[src/rtl/small_mul_acc4591.sv]
// small_mul_acc4591: ternary x Rq streaming dot product, exact 28-bit sum.
// Optional input range check enabled by SMALL_MUL_ACC_RANGE_CHECK_EN.
module small_mul_acc4591 #(
  parameter int N_TERMS = 761,
  parameter int CNT_W   = 10
) (
  input  logic             Clk,
  input  logic             Reset,
  input  logic             clr,
  input  logic             in_valid,
  output logic             in_ready,
  input  logic [12:0]      in_a,
  input  logic [1:0]       in_f,
  output logic             out_valid,
  input  logic             out_ready,
  output logic [31:0]      Out,
  output logic [CNT_W-1:0] cnt,
  output logic             err
);

  typedef enum logic {
    S_EMPTY,
    S_FULL
  } slot_e;

  localparam logic [CNT_W-1:0] LAST =
    CNT_W'(N_TERMS - 1);

  slot_e            r_slot;
  slot_e            w_slot_nxt;
  logic [27:0]      r_acc;
  logic [CNT_W-1:0] r_cnt;
  logic [31:0]      r_out;

  logic             w_last;
  logic             w_fire;
  logic             w_load;
  logic             w_ofire;
  logic             w_full;
  logic [27:0]      w_a;
  logic [27:0]      w_term;
  logic [27:0]      w_sum;

  assign w_full  = (r_slot == S_FULL);
  assign w_last  = (r_cnt == LAST);
  // Stall only when the last term would clobber an unread sum.
  assign in_ready = !clr &&
    !(w_full && !out_ready && w_last);
  assign w_fire  = in_valid && in_ready;
  assign w_load  = w_fire && w_last;
  assign w_ofire = w_full && out_ready;

  assign w_a = {{15{in_a[12]}}, in_a};

  always_comb begin
    w_term = '0;
    unique case (in_f)
      2'b01:   w_term = w_a;
      2'b11:   w_term = -w_a;
      default: w_term = '0;
    endcase
  end

  assign w_sum = r_acc + w_term;

  always_comb begin
    w_slot_nxt = r_slot;
    unique case (r_slot)
      S_EMPTY:
        if (w_load) w_slot_nxt = S_FULL;
      S_FULL:
        if (w_ofire && !w_load)
          w_slot_nxt = S_EMPTY;
    endcase
  end

  always_ff @(posedge Clk or negedge Reset) begin
    if (!Reset) begin
      r_slot <= S_EMPTY;
    end else begin
      r_slot <= w_slot_nxt;
    end
  end

  always_ff @(posedge Clk or negedge Reset) begin
    if (!Reset) begin
      r_acc <= '0;
      r_cnt <= '0;
    end else if (clr) begin
      r_acc <= '0;
      r_cnt <= '0;
    end else if (w_fire) begin
      if (w_last) begin
        r_acc <= '0;
        r_cnt <= '0;
      end else begin
        r_acc <= w_sum;
        r_cnt <= r_cnt + CNT_W'(1);
      end
    end
  end

  always_ff @(posedge Clk or negedge Reset) begin
    if (!Reset) begin
      r_out <= '0;
    end else if (w_load) begin
      r_out <= {{4{w_sum[27]}}, w_sum};
    end
  end

  assign out_valid = w_full;
  assign Out       = r_out;
  assign cnt       = r_cnt;

`ifdef SMALL_MUL_ACC_RANGE_CHECK_EN
  logic w_bad;
  logic r_err;

  assign w_bad =
    ($signed(in_a) > 13'sd2295) ||
    ($signed(in_a) < -13'sd2295) ||
    (in_f == 2'b10);

  // Sticky until Reset; clr leaves it alone.
  always_ff @(posedge Clk or negedge Reset) begin
    if (!Reset) begin
      r_err <= 1'b0;
    end else if (w_fire && w_bad) begin
      r_err <= 1'b1;
    end
  end

  assign err = r_err;
`else
  assign err = 1'b0;
`endif

endmodule

[config.mk]
export PLATFORM = sky130hd
export DESIGN_NAME = small_mul_acc4591
export DESIGN_NICKNAME = d
export VERILOG_FILES = /design/src/rtl/small_mul_acc4591.sv
export SDC_FILE = /design/constraint.sdc
export NUM_CORES = 1
export LEC_CHECK = 0
export ABC_AREA = 0
export BUFFER_PORTS_ARGS = -buffer_cell sky130_fd_sc_hd__clkbuf_2
export CORE_MARGIN = 2
export CORE_UTILIZATION = 45
export CTS_CLUSTER_SIZE = 30
export DETAILED_ROUTE_END_ITERATION = 16
export PLACE_DENSITY = 0.7
export SETUP_SLACK_MARGIN = 0.3
export SLEW_MARGIN = 20
export SYNTH_ARGS = -nofsm -noshare
export SYNTH_HDL_FRONTEND = slang
export SYNTH_SLANG_ARGS = --single-unit
[constraint.sdc]
create_clock -name Clk -period 4.17 [get_ports Clk]
set_input_delay 0.2085 -clock Clk [delete_from_list [all_inputs] [get_ports Clk]]
set_output_delay 0.2085 -clock Clk [all_outputs]
set_load 0.005 [all_outputs]
Yosys cells after proc, flatten, opt, wreduce, memory -nomap -nowiden
Index checks and enable logic that the tools add are counted.

operators by class
  multipliers = 0
  reduce and logical (&&, ||, !) cells = 12
  magnitude comparators = 0
  mux-type cells = 10
  bitwise operators = 1
  add/subtract/negate cells = 3
  div/mod/pow operators = 0
  shifts and indexed selects = 0
  equality and inequality tests = 3

operators with widths
  kind                     number
  $mux W28                 3
  $pmux W28 S2             1
  $mux W10                 3
  $add A28 B28 Y28         1
  $neg A28 Y28             1
  $add A10 B1 Y10 const B  1
  $eq A10 B10 Y1 const B   1
  $logic_and A1 B1 Y1      7
  $logic_not A1 Y1         4
  $eq A2 B1 Y1 const B     1
  $eq A2 B2 Y1 const B     1
  $mux W1                  2
  $pmux W1 S2              1
  $reduce_bool A2 Y1       1
  $not A1 Y1               1

storage, ports and cells
  ROM bits = 0
  word-level logic and storage cells = 33
  input port bits = 20
  memories = 0
  output and inout port bits = 45
  bits in writable memories = 0
  flip-flop bits (word level) = 67
  latch bits = 0

Depth between registers and ports, before layout
  word-level depth = 11
  depth in mapped cells = 18
  depth with buffers taken out = 17

Worst setup path after synthesis
OpenSTA, ideal clock, no wires.

  path type = input port to flip-flop
  start point = input in_a[4]
  end point = register r_acc[27]
  cell stages on the path = 17
  data required time = 4,090 ps
  arrival = 3,558 ps
  setup slack = 532 ps
  setup time = 80 ps
  path buffers = 1
  cell sequence = nor4_2 -> nand2b_1 -> nor2_2 -> nand2_1 -> or2_2 -> o41ai_1 -> nor2_1 -> o21a_1 -> ha_1 -> clkbuf_2 -> and3_1 -> and2_2 -> a21oi_1 -> a2111oi_4 -> nor3_1 -> or4b_1 -> o211ai_2

between the ends
  longest elaborated chain between the ends = 6

ends and longest elaborated chain
  what                    RTL line  text
  start: declaration      12        input logic [12:0] in_a,
  $neg A28 Y28            59        2'b11: w_term = -w_a;
  $pmux W28 S2 (*)        57        unique case (in_f)
  $add A28 B28 Y28 (*)    64        assign w_sum = r_acc + w_term;
  $mux W28 (*)            93        if (w_last) begin
  $mux W28 (*)            92        end else if (w_fire) begin
  $mux W28 (*)            89        end else if (clr) begin
  end signal: assignment  97        r_acc <= w_sum;
  end: declaration        31        logic [27:0] r_acc;

Mark *: on every way between the ends. The rest lies on a longest branch, timed or not. The select of a mux whose other input is x is not followed.
A chain may end at the register's enable or synchronous reset.

Worst setup path after layout
Ends and elaborated chain as after synthesis.

==> results.md <==
- Outcome: completed
- Fillcell total: 981
- Number of enable flip-flop cells after synthesis: 0
- Vias in the first global route: 4013
- # diodes: 0
- DR iter-0 viols: 207
- R2r startpoint: r_acc[0]
- Routed vias: 4057
- Async S/R FF share, synth: 100%
- Most frequent CP cell: nor2_2
- Startpoint types: input pin
- Global-route wire length before repair: 20100 um
- Final setup fails: 0
- FP Rows: 37
- Final instance area: 5440 um2
- Seq/Total Area, Yosys: 35.3%
- Flops & latches, synth: 67
- DP Wirelength: 8870 um
- RSZ-0062 raised after global routing: yes
- Setup CP Type: input pin to register
- WL final: 12300 um
- Critical Path RT: 4.46 ns
- Depth of the CTS H-tree: 3
- Share of layout cells above drive strength 1: 24.5%
- CP cell instances: clkbuf_2, nor4_4, nand2b_1, nor2_2, nand2_1, or2_2, o41ai_4, nor2_2, o21a_1, ha_2, and3_1, and2_2, a21oi_2, a2111oi_4, nor3_1, or4b_1, o211ai_2
- Grt ovf: 0
- Die area: 11400 um2
- Syn Inst Count: 517
- Worst EP arrival: 3.97 ns
- Die Span X: 107 um
- Period Utilization, post-route: 88.1%
- Top_reg_cell synth: dfrtp_1
- Least-Margin Pin Slew: 0.831 ns
- Initial Utilization: 46.2%
- Critical path endpoint category: register
- Tmin final: 3.67 ns
- IO Port Bufs: 63
- Final ANT Viol Nets: 0
- Mapped Nets: 568
- Clk_lat worst skew: 0.36 ns
- Crit-path max cell delay: 0.52 ns
- Final Slew Violations: 0
- Peak VDD IR: 0.226 mV
- Root buffer cell: clkbuf_8
- Floorplan core area: 10300 um2
- Leakage power: 2.60 nW
- Slew HR: 44.6%
- Min-delay src: out_ready
- Post-layout util: 53.0%
- PwrDens: 368 nW/um2
- Initial antenna violation count: 0
- Hold depth: 3
- Remaining DRCs: 0
- Fmax: 0.272 GHz
- Syn-to-layout area delta: 14.6%
- Mapped Area: 4750 um2
- CTS tree: built
- DP Area: 5140 um2
- Hold endpoint: out_valid
- Bufs on Longest Clock Path: 2
- Global Route Usage Sum: 22.3%
- Final #Nets: 622
- R2R depth: 11
- Clock buffer count from CTS: 9
- Clock Skews: 0.00883 ns
- Crit-path max FO: 7
- CTS clock-pin slew for the worst setup and hold paths: 0.08 ns
- Netlist cell types: 75
- Pre-antenna DRT Iters: 4
- Synthesis Warnings: 0
- Max Cap Viol: 0
- Chip Height: 107 um
- Hold Fails Final Rpt: 0
- Wire per inst: 17.3 um
- Syn avg cell area: 9.19 um2
- Reg2reg setup slack: 1.18 ns
- R2r endpoint: Out[26]
- Tightest Hold Check Type: input pin to register
- Slowest CP cell: or4b_1
- Vias per cell: 5.70
- Yosys top cell area share: 35.3%
- GP Congestion: 0.918
- # IOs: 65
- Synth area leaders: dfrtp_1 (35%), ha_1 (7.9%), o21ai_0 (5.6%)
- Leading area contributor after synthesis: dfrtp_1
- Clock sinks: 67
- Largest net degree at the start of global routing: 42
## worst max-delay path by stage
stage / cells after the start / from / to
2_1_floorplan: 17 / in_a[4] / r_acc[27]
3_3_place_gp: 17 / in_a[4] / r_acc[27]
3_5_place_dp: 17 / in_a[4] / r_acc[27]
4_1_cts: 17 / in_a[4] / r_acc[27]
5_1_grt: 17 / in_a[4] / r_acc[27]
6_report: 17 / in_a[4] / r_acc[27]
## worst max-delay path: cells and delay by family
family	cells	cell delay (ns)
AO/OA/AOI/OAI	5	1.01
AND/OR/NAND/NOR	10	2.20
buffers and inverters	1	0.13
adder cells (fa/ha/maj)	1	0.41
## cell families after synthesis
kind of cell | synth area share, %
compound gates | 24.9
simple gates | 17.2
flops | 35.3
buf+inv | 4.16
fa+ha+maj | 8.32
xor+xnor | 6.01
mux | 4.00
other cells | 0.0790
## flip-flops by register name, indices dropped and copies added, names as in the netlist
register,cells
Out,28
cnt,10
out_valid,1
r_acc,28
## stage by stage
| step | worst slack [ns] | total power [mW] | std cells | hold WS, ns | TNS, ns |
|---|---|---|---|---|---|
| 2_1_floorplan | 0.532 | 1.21 | 517 | -0.0871 | 0 |
| 3_3_place_gp | 0.124 | 1.35 | 695 | 0.255 | 0 |
| 3_5_place_dp | -0.0449 | 1.37 | 695 | 0.266 | -0.0449 |
| 4_1_cts | 0.331 | 2.01 | 712 | 0.141 | 0 |
| 5_1_grt | 0.259 | 2.12 | 712 | 0.155 | 0 |
| 6_report | 0.497 | 2.00 | 712 | 0.154 | 0 |
## per-layer routing
metal	GRT usage (%)	vias up	wire (um)
li1	-	1995	-
met1	30.5	1970	5830
met2	36.5	76	5820
met3	3.10	16	483
met4	7.42	0	158
met5	0	-	0
## power by group
group          internal [mW]  total (mW)  switching (mW)
sequential             0.708       0.750          0.0420
combinational          0.252       0.625           0.374
clock                  0.342       0.629           0.287
## Yosys cell counts, drive strengths merged, types with 4 or more instances
cell    count
nor2       21
nand2b      6
buf        11
a21oi      33
o21ai      53
ha         30
nand2      61
o31ai      10
and3        4
nor4        7
clkbuf     18
xnor2      22
o21a       18
a21o       13
or2         4
dfrtp      67
mux2       16
nand3       7
nand4      11
inv        12
and2       16
a21boi      5
a22o       15
xor2        8
## cell type report
class | instances | area [um2] | area share [%]
Sequential cell | 67 | 1680 | 30.8
Clock buffer | 9 | 124 | 2.28
Inverter | 12 | 45.0 | 0.828
Timing Repair Buffer | 72 | 385 | 7.08
Multi-Input combinational cell | 409 | 2940 | 54.0
Tap cell | 136 | 170 | 3.13
Clock inverter | 7 | 100 | 1.84
## cells in the final DEF (no fill, tap or decap), types with 14 or more instances in the layout
| master | count |
|---|---|
| o21a_1 | 17 |
| ha_1 | 28 |
| and2_1 | 15 |
| clkbuf_2 | 62 |
| xnor2_1 | 22 |
| dfrtp_1 | 67 |
| o21ai_0 | 51 |
| a22o_1 | 14 |
| nand2_1 | 60 |
| nor2_1 | 19 |
| mux2_2 | 16 |
| a21oi_1 | 26 |
## what timing repair did
action                                  in CTS  in global routing
buffers inserted                             0                  0
resized for setup                            0                 14
endpoints found under the setup margin       0                 24
hold buffers                                 1                  0
endpoints found under the hold margin       26                  0
Note: power is estimated with default switching activity, not from simulation.
